===== src/rtl/cm85_cascade_seq.sv =====
// Sequencer that reuses one external 4-bit cascade magnitude-comparator slice
// to compare two WIDTH-bit unsigned operands, one nibble per cycle, LSB first.
module cm85_cascade_seq #(
  parameter int WIDTH = 16
) (
  input  logic             clk,
  input  logic             rst_n,
  input  logic             in_valid,
  output logic             in_ready,
  input  logic [WIDTH-1:0] in_a,
  input  logic [WIDTH-1:0] in_b,
  output logic [3:0]       sl_a,
  output logic [3:0]       sl_b,
  output logic             sl_lt_i,
  output logic             sl_eq_i,
  output logic             sl_gt_i,
  input  logic             sl_lt_o,
  input  logic             sl_eq_o,
  input  logic             sl_gt_o,
  output logic             sl_en,
  output logic             out_valid,
  input  logic             out_ready,
  output logic             out_lt,
  output logic             out_eq,
  output logic             out_gt,
  output logic             out_err
);

  localparam int NIB = WIDTH / 4;
  localparam int IW  = (NIB > 1) ? $clog2(NIB) : 1;
  localparam logic [IW-1:0] IDX_LAST = IW'(NIB - 1);
  localparam logic [IW-1:0] IDX_ONE  = IW'(1);
  localparam logic [2:0]    CASC_EQ  = 3'b010;

  typedef enum logic [1:0] {
    IDLE = 2'd0,
    RUN  = 2'd1,
    DONE = 2'd2
  } state_t;

  state_t           state_r, state_s;
  logic [IW-1:0]    idx_r, idx_s;
  logic [WIDTH-1:0] a_r, a_s, b_r, b_s;
  logic [2:0]       acc_r, acc_s;
  logic             err_r, err_s;
  logic [2:0]       slice_s;
  logic [WIDTH-1:0] a_sh_s, b_sh_s;
  logic             run_s, done_s;

  function automatic logic onehot3(input logic [2:0] v);
    return (v == 3'b001) || (v == 3'b010) || (v == 3'b100);
  endfunction

  assign slice_s = {sl_lt_o, sl_eq_o, sl_gt_o};
  assign run_s   = (state_r == RUN);
  assign done_s  = (state_r == DONE);

  // Current nibble selected by shifting the captured operand down by 4*idx.
  assign a_sh_s = a_r >> {idx_r, 2'b00};
  assign b_sh_s = b_r >> {idx_r, 2'b00};

  assign sl_en                       = run_s;
  assign sl_a                        = run_s ? a_sh_s[3:0] : 4'h0;
  assign sl_b                        = run_s ? b_sh_s[3:0] : 4'h0;
  assign {sl_lt_i, sl_eq_i, sl_gt_i} = run_s ? acc_r : CASC_EQ;

  assign in_ready  = (state_r == IDLE);
  assign out_valid = done_s;
  assign out_lt    = done_s & acc_r[2];
  assign out_eq    = done_s & acc_r[1];
  assign out_gt    = done_s & acc_r[0];
  assign out_err   = done_s & err_r;

  // Next-state: capture in IDLE, fold slice results in RUN, hold in DONE.
  always_comb begin
    state_s = state_r;
    idx_s   = idx_r;
    a_s     = a_r;
    b_s     = b_r;
    acc_s   = acc_r;
    err_s   = err_r;
    case (state_r)
      IDLE: begin
        if (in_valid) begin
          a_s     = in_a;
          b_s     = in_b;
          idx_s   = {IW{1'b0}};
          acc_s   = CASC_EQ;
          err_s   = 1'b0;
          state_s = RUN;
        end else begin
          state_s = IDLE;
        end
      end
      RUN: begin
        // A malformed triple is kept as-is; it only taints the error flag.
        acc_s = slice_s;
        err_s = err_r | ~onehot3(slice_s);
        if (idx_r == IDX_LAST) begin
          state_s = DONE;
        end else begin
          idx_s = idx_r + IDX_ONE;
        end
      end
      DONE: begin
        if (out_ready) begin
          state_s = IDLE;
        end else begin
          state_s = DONE;
        end
      end
      default: begin
        state_s = IDLE;
      end
    endcase
  end

  // State and datapath registers.
  always_ff @(posedge clk or negedge rst_n) begin
    if (!rst_n) begin
      state_r <= IDLE;
      idx_r   <= {IW{1'b0}};
      a_r     <= {WIDTH{1'b0}};
      b_r     <= {WIDTH{1'b0}};
      acc_r   <= CASC_EQ;
      err_r   <= 1'b0;
    end else begin
      state_r <= state_s;
      idx_r   <= idx_s;
      a_r     <= a_s;
      b_r     <= b_s;
      acc_r   <= acc_s;
      err_r   <= err_s;
    end
  end

endmodule


===== config.mk =====
export PLATFORM = sky130hd
export DESIGN_NAME = cm85_cascade_seq
export DESIGN_NICKNAME = d
export VERILOG_FILES = /design/src/rtl/cm85_cascade_seq.sv
export SDC_FILE = /design/constraint.sdc
export NUM_CORES = 1
export LEC_CHECK = 0
export BUFFER_PORTS_ARGS = -buffer_cell sky130_fd_sc_hd__buf_2
export CORE_ASPECT_RATIO = 0.5
export CORE_MARGIN = 2
export CORE_UTILIZATION = 39
export DETAILED_ROUTE_END_ITERATION = 8
export GPL_ROUTABILITY_DRIVEN = 0
export PLACE_DENSITY = 0.69
export SYNTH_ARGS = -nofsm -noshare
export SYNTH_HDL_FRONTEND = slang
export SYNTH_SLANG_ARGS = --single-unit
export TNS_END_PERCENT = 10

===== constraint.sdc =====
create_clock -name clk -period 3.5 [get_ports clk]
set_input_delay 0.175 -clock clk [delete_from_list [all_inputs] [get_ports clk]]
set_output_delay 0.175 -clock clk [all_outputs]
set_load 0.005 [all_outputs]

==> metrics.md <==
| Metric | Value |
|---|---|
| Largest family of logic cells by synthesized area | `simple AND/OR/NAND/NOR gates` |
| Number of global-route vias before repair | `1441` |
| Setup tns final | `0 ns` |
| Fin crit period | `2.03 ns` |
| Hold WC Path Type | `input port to asynchronous set/reset pin` |
| Synth warn | `0` |
| Syn_nets | `236` |
| RSZ-0062 raised after global routing | `false` |
| # IOs | `57` |
| Reg2Reg Setup Slack | `1.71 ns` |
| Root Driver | `clkbuf_8` |
| Final setup vio count | `0` |
| Final wirelength | `3760 um` |
| Critical path launch point type | `register` |
| Die Width | `102 um` |
| Resized cells post-CTS | `0` |
| Number of enable flip-flop cells after synthesis | `0` |
| Die area | `0.00541 sq mm` |
| First-pass GRT wire length | `6280 um` |
| TritonRoute pass-1 iters | `4` |
| Filler instances | `451` |
| CTS tree | `done` |
| Period utilization | `58.0%` |
| Core Region | `0.00451 sq mm` |
| Post-synthesis simple-gate area fraction | `28.6%` |
| Post-DP HPWL | `2740 um` |
| Num rows | `17` |
| Layout cell share with drive strength beyond 1 | `29.6%` |
| Drt wl/cell | `11.9 um` |
| Crit-path max FO | `10` |
| DR DRC count | `0` |
| Register area share after synthesis | `53.5%` |
| Post-Synth XOR/XNOR Area | `0.468%` |
| Worst Skew | `0.00184 ns` |
| Worst-Margin Slew | `1.08 ns` |
| Synth Area per Inst | `9.56 sq um` |
| CTS clk-pin slew, worst paths | `0.07 ns` |
| Routed Antenna Nets | `0` |
| WP data required | `3.32 ns` |
| Post CTS Setup Buffer Count | `0` |
| Hold-fix buffers, CTS | `0` |
| Port bufs | `56` |
| Largest net degree at the start of global routing | `41` |
| Mapped Cells | `196` |
| Nets | `290` |
| Clk sinks | `40` |
| CTS Buffer Depth | `2` |
| Final antenna diode count | `0` |
| Endpoints failing hold | `0` |
| Crit path kind | `register to output port` |
| Area share of fa/ha/maj cells after synthesis | `0.668%` |
| PwrDens | `845 mW/mm^2` |
| Via density | `4.54` |
| DR iter-0 viols | `77` |
| Post-synthesis mux area share | `10.2%` |
| Post-synth top flop | `dfrtp_1` |
| Flop and latch count out of synthesis | `40` |
| Num CTS Buffers | `5` |
| Final Slew Violations | `0` |
| Synthesized area | `0.00187 sq mm` |
| Total global-route track usage | `15.3%` |
| Post-layout util | `50.1%` |
| Synth Area in Compound Gates | `2.20%` |
| Leakage | `1.23 nW` |
| Die Height | `53.0 um` |
| H-tree level count | `2` |
| Vias | `1434` |
| Outcome | `finished clean` |
| Ys async rst share | `100%` |
| Worst vdd ir | `0.259 mV` |
| Clk_lat worst skew | `0.28 ns` |
| Crit. End Element | `output port` |
| GRT overflow | `0` |
| Max Clock Freq | `0.493 GHz` |
| Arrival time worst endpoint | `1.85 ns` |
| Post-synth cell types | `22` |
| Slew headroom | `28.0%` |
| Synthesis-to-layout area growth | `20.5%` |
| Initial Util | `41.5%` |
| Initial antenna violation count | `0` |
| Reg area | `0.00100 sq mm` |
| Area of the multi-input gates | `796 sq um` |
| Max_cap viols | `0` |
==> critical path: stages (launching register included) <==
cell and delay, ns:
dfrtp_1 0.72, mux4_2 0.57, and2_1 0.16, buf_2 0.12
==> power by group <==
group          internal (mW)  leakage (nW)  total (mW)  switching [mW]
clock network          0.135        0.0410       0.276           0.141
logic                  0.404         0.698       0.771           0.367
registers              0.688         0.493       0.861           0.173
total                   1.23          1.23        1.91           0.681
==> path summary, 6_finish.rpt <==
path                            cells after the start  endpoint  startpoint
worst max-delay path                                3   sl_a[2]    idx_r[0]
worst min-delay path                                1   b_r[12]       rst_n
worst max register to register                      2     err_r  state_r[1]
worst min register to register                      2   a_r[11]     a_r[11]
max in group asynchronous                           1    a_r[1]       rst_n
min in group clk                                    3   b_r[12]    in_b[12]
==> cells in the mapped netlist, types with 2 or more instances <==
library cell  count  area (sq um)
nand2_1         102           383
dfrtp_1          39           976
and2_1           14          87.6
mux4_2            8           180
buf_2             5          25.0
a22o_1            3          26.3
buf_6             3          33.8
inv_1             3          11.3
o21ai_0           3          15.0
nand2b_1          2          12.5
nand3_1           2          10.0
nor2_1            2          7.51
==> routing by layer <==
layer / share of wire (%) / wire length (um) / vias up / global-route usage (%)
met5: 0 / 0 / - / 0
met4: 1.0 / 38 / 0 / 5.11
met3: 3.4 / 127 / 6 / 3.57
met2: 51 / 1900 / 30 / 27.1
met1: 45 / 1700 / 671 / 18.7
li1: - / - / 727 / -
==> sequential cells by signal (all words and copies together) (netlist names) <==
register and cells:
err_r 1, a_r 16, acc_r 3, b_r 16, state_r 2, idx_r 2
==> layout by cell type, fill, tap and decap left out, types with 2 or more instances in the layout <==
| cell | Yosys | layout |
|---|---|---|
| nand2_1 | 102 | 102 |
| buf_2 | 5 | 56 |
| dfrtp_1 | 39 | 39 |
| and2_1 | 14 | 14 |
| mux4_2 | 8 | 8 |
| clkbuf_8 | 0 | 5 |
| inv_1 | 3 | 3 |
| a22o_1 | 3 | 3 |
| o21ai_0 | 3 | 3 |
| nand2b_1 | 2 | 2 |
| nor2_1 | 2 | 2 |
| nand3_1 | 2 | 2 |
==> cells by family (layout without fill, tap and decap cells) <==
kind of cell | after synthesis | count (layout)
adder cells (fa/ha/maj) | 1 | 1
XOR/XNOR | 1 | 1
AND/OR/NAND/NOR | 126 | 126
flip-flops | 40 | 40
buffers and inverters | 13 | 67
multiplexers | 9 | 9
AO/OA/AOI/OAI | 6 | 6
==> metrics by stage <==
stage | power, mW | setup WS [ns] | hold WS [ns] | area (sq um) | cells
2_1_floorplan | 1.42 | 2.14 | -0.121 | 1870 | 196
3_3_place_gp | 1.62 | 1.72 | 0.330 | 2180 | 309
3_5_place_dp | 1.66 | 1.69 | 0.342 | 2180 | 309
4_1_cts | 1.94 | 1.43 | 0.0423 | 2260 | 316
5_1_grt | 2.08 | 1.36 | 0.0687 | 2260 | 316
6_report | 1.91 | 1.47 | 0.00707 | 2260 | 316
==> final cells by class <==
class                      instances  area share [%]
sequential                        40            44.4
tap                               66            3.66
clock inverter                     1           0.222
inverter                           3           0.499
clock buffer                       6            3.22
multi-input combinational        143            35.3
timing repair buffer              57            12.7
Note: power is estimated with default switching activity, not from simulation.
